$ cat src/rtl/mgmt_obi_arbiter.sv
// rtl/mgmt_obi_arbiter.sv - arbiter sharing one OBI manager port between imem and dmem managers
//
// Merges the management CPU instruction-fetch (imem) and data (dmem) OBI managers onto
// a single downstream OBI port. Round-robin between the two, with the selection locked
// while a forwarded request waits for gnt. An in-order ID FIFO routes each response
// back to the manager that issued the request.
//
// Configuration macro: MGMT_OBI_ARB_DMEM_PRIO_EN
//   defined   - dmem wins every unlocked tie (fixed priority)
//   undefined - round-robin on ties, imem wins the first tie after reset
//
// Ports:
//   clk_i          clock
//   rst_i          asynchronous reset, active-high
//   imem_req_i     instruction-fetch manager request
//   imem_rsp_o     instruction-fetch manager response
//   dmem_req_i     data manager request
//   dmem_rsp_o     data manager response
//   mem_req_o      shared downstream request
//   mem_rsp_i      shared downstream response
//   outstanding_o  number of granted transactions awaiting rvalid
//   proto_err_o    one-cycle pulse on rvalid with nothing in flight

package mgmt_obi_arbiter_pkg;
    typedef struct packed {
        logic [31:0] addr;
        logic        we;
        logic [3:0]  be;
        logic [31:0] wdata;
        logic [0:0]  aid;
        logic [0:0]  a_optional;
    } obi_a_chan_t;

    typedef struct packed {
        logic        req;
        obi_a_chan_t a;
    } obi_req_t;

    typedef struct packed {
        logic [31:0] rdata;
        logic [0:0]  rid;
        logic        err;
        logic [0:0]  r_optional;
    } obi_r_chan_t;

    typedef struct packed {
        logic        gnt;
        logic        rvalid;
        obi_r_chan_t r;
    } obi_rsp_t;
endpackage

module mgmt_obi_arbiter #(
    parameter int unsigned MaxOutstanding = 2,
    parameter type obi_req_t = mgmt_obi_arbiter_pkg::obi_req_t,
    parameter type obi_rsp_t = mgmt_obi_arbiter_pkg::obi_rsp_t
) (
    input  logic                                  clk_i,
    input  logic                                  rst_i,
    input  obi_req_t                              imem_req_i,
    output obi_rsp_t                              imem_rsp_o,
    input  obi_req_t                              dmem_req_i,
    output obi_rsp_t                              dmem_rsp_o,
    output obi_req_t                              mem_req_o,
    input  obi_rsp_t                              mem_rsp_i,
    output logic [$clog2(MaxOutstanding+1)-1:0]   outstanding_o,
    output logic                                  proto_err_o
);

    localparam int unsigned CntW = $clog2(MaxOutstanding + 1);
    localparam int unsigned PtrW = (MaxOutstanding > 1) ? $clog2(MaxOutstanding) : 1;
    localparam logic [CntW-1:0] CntMax  = CntW'(MaxOutstanding);
    localparam logic [PtrW-1:0] PtrLast = PtrW'(MaxOutstanding - 1);

    logic                      lock_q, lock_d;
    logic                      sel_q, sel_d;
    logic                      last_q, last_d;
    logic [MaxOutstanding-1:0] fifo_q, fifo_d;
    logic [PtrW-1:0]           wptr_q, wptr_d;
    logic [PtrW-1:0]           rptr_q, rptr_d;
    logic [CntW-1:0]           cnt_q, cnt_d;

    logic     sel;
    obi_req_t sel_req;
    logic     full;
    logic     hs;
    logic     pop;
    logic     head;

    // Requester selection: 0 = imem, 1 = dmem.
    always_comb begin
        sel = 1'b0;
        if (lock_q) begin
            // Hold the waiting request so its address stays stable until gnt.
            sel = sel_q;
        end else if (imem_req_i.req && dmem_req_i.req) begin
`ifdef MGMT_OBI_ARB_DMEM_PRIO_EN
            sel = 1'b1;
`else
            sel = ~last_q;
`endif
        end else begin
            sel = dmem_req_i.req;
        end
    end

    assign sel_req = sel ? dmem_req_i : imem_req_i;
    // Full uses the registered count, so rvalid never reaches mem_req_o.req.
    assign full    = (cnt_q == CntMax);
    assign pop     = mem_rsp_i.rvalid && (cnt_q != '0) && !rst_i;
    assign head    = fifo_q[rptr_q];
    assign hs      = mem_req_o.req && mem_rsp_i.gnt;

    // Forwarding, grant and response routing.
    always_comb begin
        mem_req_o  = '0;
        imem_rsp_o = '0;
        dmem_rsp_o = '0;
        if (sel_req.req) begin
            mem_req_o.a   = sel_req.a;
            mem_req_o.req = !full && !rst_i;
        end
        imem_rsp_o.gnt = mem_req_o.req && mem_rsp_i.gnt && !sel;
        dmem_rsp_o.gnt = mem_req_o.req && mem_rsp_i.gnt && sel;
        if (pop) begin
            if (head) begin
                dmem_rsp_o.rvalid = 1'b1;
                dmem_rsp_o.r      = mem_rsp_i.r;
            end else begin
                imem_rsp_o.rvalid = 1'b1;
                imem_rsp_o.r      = mem_rsp_i.r;
            end
        end
    end

    assign proto_err_o   = mem_rsp_i.rvalid && (cnt_q == '0) && !rst_i;
    assign outstanding_o = cnt_q;

    // Next-state: lock, round-robin history and the in-order ID FIFO.
    always_comb begin
        lock_d = lock_q;
        sel_d  = sel_q;
        last_d = last_q;
        fifo_d = fifo_q;
        wptr_d = wptr_q;
        rptr_d = rptr_q;
        cnt_d  = cnt_q;
        if (hs) begin
            lock_d         = 1'b0;
            last_d         = sel;
            fifo_d[wptr_q] = sel;
            wptr_d         = (wptr_q == PtrLast) ? '0 : wptr_q + PtrW'(1);
        end else if (mem_req_o.req) begin
            lock_d = 1'b1;
            sel_d  = sel;
        end
        if (pop) begin
            rptr_d = (rptr_q == PtrLast) ? '0 : rptr_q + PtrW'(1);
        end
        case ({hs, pop})
            2'b10:   cnt_d = cnt_q + CntW'(1);
            2'b01:   cnt_d = cnt_q - CntW'(1);
            default: cnt_d = cnt_q;
        endcase
    end

    always_ff @(posedge clk_i or posedge rst_i) begin
        if (rst_i) begin
            lock_q <= 1'b0;
            sel_q  <= 1'b0;
            last_q <= 1'b1;
            fifo_q <= '0;
            wptr_q <= '0;
            rptr_q <= '0;
            cnt_q  <= '0;
        end else begin
            lock_q <= lock_d;
            sel_q  <= sel_d;
            last_q <= last_d;
            fifo_q <= fifo_d;
            wptr_q <= wptr_d;
            rptr_q <= rptr_d;
            cnt_q  <= cnt_d;
        end
    end

endmodule

$ cat config.mk
export PLATFORM = sky130hd
export DESIGN_NAME = mgmt_obi_arbiter
export DESIGN_NICKNAME = d
export VERILOG_FILES = /design/src/rtl/mgmt_obi_arbiter.sv
export SDC_FILE = /design/constraint.sdc
export NUM_CORES = 1
export LEC_CHECK = 0
export ABC_CLOCK_PERIOD_IN_PS = 4600
export CELL_PAD_IN_SITES_DETAIL_PLACEMENT = 1
export CELL_PAD_IN_SITES_GLOBAL_PLACEMENT = 1
export CORE_AREA = 2 2 128 130
export DETAILED_ROUTE_END_ITERATION = 6
export DIE_AREA = 0 0 130 132
export HOLD_SLACK_MARGIN = 0.02
export MAX_ROUTING_LAYER = met4
export PLACE_DENSITY = 0.88
export RECOVER_POWER = 50
export SYNTH_ARGS = -nofsm -noshare
export SYNTH_HDL_FRONTEND = slang
export SYNTH_SLANG_ARGS = --single-unit
$ cat constraint.sdc
create_clock -name clk_i -period 4.6 [get_ports clk_i]
set_clock_uncertainty 0.05 [all_clocks]
set_input_delay 0.69 -clock clk_i [delete_from_list [all_inputs] [get_ports clk_i]]
set_output_delay 0.69 -clock clk_i [all_outputs]
set_load 0.02 [all_outputs]
==> metrics <==
H-tree depth=1; Avg Vias per Cell=4.009; Post-Synthesis Cells=approximately 320; first-pass GRT wire length=between 15000 and 20000 um; WP data required=around 3.9 ns; crit path time final=~3.9 ns; max incr delay on CP=between 0.6 and 0.7 ns; Syn Nets=505; I/O pin cnt=approximately 330; Post-CTS Setup Inserts=0; Post-Route WL=roughly 13000 um; Synth Warn #=0; 1st-pass router iterations=4; slack of the critical path=slightly below 0.7 ns; clock sinks=9; area growth from synthesis to layout=180.5%; Slew headroom=-26.01%; Worst-path clk slew=~0.040 ns; fin area=5623 sq um; violated checks=max-capacitance violations, max-slew violations; CP Class=in -> out; WL/cell=roughly 15 um; grt met3 use=between 2 and 3%; post-synthesis cell type count=27; setup TNS=0 ns; Mean Syn Cell Area=between 6 and 7 sq um; Compound-Gate Fraction of Synth Area=2.684%; Post-Synth XOR/XNOR Area=between 2 and 2.5%; multiplexer share of the synthesized area=approximately 39%; register area share after synthesis=11.30%; maximum number of pins on one net before global-route repair=between 70 and 80; Synth Area in Simple Gates=a little under two fifths; GP Congestion=between 0.8 and 0.9; Max clock buf depth=2; critical path peak fanout=11; DRC=0; Tot GR Track Use=14.22%; dpl cells=roughly 850; Crit. Startpoint=rst_i; TritonCTS clock tree=yes; cell mode on critical path=clkdlybuf4s50_1; crit end category=primary output; IO buf count=331; Antenna Nets Post-Route=0; RR Startpoint=sel_q; critical path's slowest cell=clkdlybuf4s50_1; chip height=between 100 and 150 um; Die W=around 130 um; Worst-Skew Late Latency=0.24 ns; hold slack=0.4264 ns; post-CTS sizing=0; Hold Vio Cnt, Final=0; initial DRC count=63; Setup WS pre-CTS=between 0.7 and 0.8 ns; max-slew violations=37; RSZ-0062 raised after global routing=false; grt total ovfl=0; Die ar.=roughly 17000 sq um; synthesized-area fraction occupied by adder cells=0.6242%; hold buffer count at cts=0; fraction of layout cells with a size suffix above 1=around 2.5%; CP arrival=3.17 ns; top post-synthesis cells by area=mux2i_1 (37%), nor2_1 (27%), dfrtp_1 (10%); DR vias=3428; Pleak=~2.6 nW; GR peak layer=met2; crit path cell chain=clkdlybuf4s50_1 -> inv_1 -> clkbuf_1 -> nand3_1 -> or2_0 -> nor2_1 -> clkdlybuf4s50_1; outcome=finished with violations; Nets=about 820; site row count=46; min-delay src=last_q; number of max-cap violations=1; Final period util=a little under nine tenths; highest attainable clock frequency=approximately 0.26 GHz; post-DP HPWL=11630 um; synthesized flop and latch total=9; largest family of logic cells by synthesized area=multiplexers; area leader, netlist=mux2i_1; core area=between 15000 and 20000 sq um; clk root buf=clkbuf_16; power per cell area=about 450 nW/um^2; number of global-route vias before repair=around 3600; met1 Resource Use GR=around 15%; antenna violations before repair=0; measured slew at the worst slew-check pin=between 1.5 and 2 ns; initial core utilization=12.76%; post-synth top area share=between 30% and 40%; Setup Viol. Count Final=0; Inserted Clock Buffers=3; Cell Count, Final, Fillers Out=around 860; met2 Usage GRT=27.49%; startpoint types=input port; Antenna Cells=0; worst vdd ir=195.1 uV; synthesized area=2004 sq um; Worst Hold Class=reg -> reg; Placed Area=between 5000 and 6000 sq um
cell type report:
class                           count  area (sq um)
Fill cell                        1908         10090
Timing Repair Buffer              340          3390
Multi-Input combinational cell    283          1647
Tap cell                          216         270.3
Sequential cell                     9         226.5
Clock buffer                        4         78.83
Inverter                            3         11.26
cells in the mapped netlist, drive strengths merged:
cell and count:
a21boi 1, a21o 1, buf 21, clkbuf 5, dfrtp 8, dfstp 1
ha 1, inv 3, mux2 2, mux2i 75, nand2 36, nand2b 2
nand3 1, nor2 147, nor2b 1, nor3 4, nor4 1, o22a 1
o31ai 4, or2 1, xnor2 3, xor2 2
layer usage:
layer	vias up	share of wire, %	wire length [um]
li1	1674	-	-
met1	1534	37	4858
met2	205	53	6866
met3	15	8.4	1092
met4	0	1.8	233
met5	-	0	0
worst max-delay path, delay by kind of cell:
family / cells / cell delay [ns]
buf+inv: 4 / 1.57
simple gates: 3 / 0.91
state kept, by name, indices dropped and copies added, names as in the netlist:
signal	cells
fifo_q	2
outstanding_o	2
last_q	1
lock_q	1
rptr_q	1
sel_q	1
wptr_q	1
cells in the final DEF, fill, tap and decap left out:
| master | instances |
|---|---|
| clkdlybuf4s50_1 | 268 |
| nor2_1 | 146 |
| mux2i_1 | 73 |
| dlygate4sd3_1 | 63 |
| nand2_1 | 36 |
| dfrtp_1 | 8 |
| buf_4 | 7 |
| nor3_1 | 4 |
| o31ai_1 | 4 |
| inv_1 | 3 |
| xnor2_1 | 3 |
| clkbuf_16 | 3 |
| nand2b_1 | 2 |
| xor2_1 | 2 |
| mux2_1 | 2 |
| clkbuf_1 | 2 |
| nand3_1 | 1 |
| a21o_2 | 1 |
| or2_0 | 1 |
| o22a_1 | 1 |
| a21boi_1 | 1 |
| mux2i_4 | 1 |
| nor2_2 | 1 |
| mux2i_2 | 1 |
| nor2b_1 | 1 |
| nor4_1 | 1 |
| ha_1 | 1 |
| dfstp_2 | 1 |
| buf_12 | 1 |
cells by family after synthesis:
family	after synthesis
adders and majority gates	1
buffers and inverters	29
AOI/OAI and AO/OA	7
xor gates and xnor gates	5
DFF	9
muxes	77
and+or+nand+nor	193
stage by stage:
stage	utilization (%)	total power, mW
after floorplan	-	1.405
after global placement	35.36	2.380
after detailed placement	35.36	2.420
after CTS	35.87	2.580
after global routing	35.79	2.656
final	35.79	2.505
path summary, 6_finish.rpt:
kind | end | slack (ns) | depth (start not counted)
min | last_q | 0.43 | 2
max reg2reg | outstanding_o[1] | 2.52 | 6
min reg2reg | last_q | 0.43 | 2
max | dmem_rsp_o[36] | 0.69 | 7
max in group asynchronous | fifo_q[1] | 3.25 | 3
min in group asynchronous | outstanding_o[1] | 0.86 | 3
report_power, final:
part / internal (mW) / switching, mW / total (mW)
clock: 0.116 / 0.0396 / 0.156
combinational: 1.00 / 1.18 / 2.18
sequential: 0.122 / 0.0509 / 0.173
total: 1.24 / 1.27 / 2.50
Power figures use the tool's default switching activity.
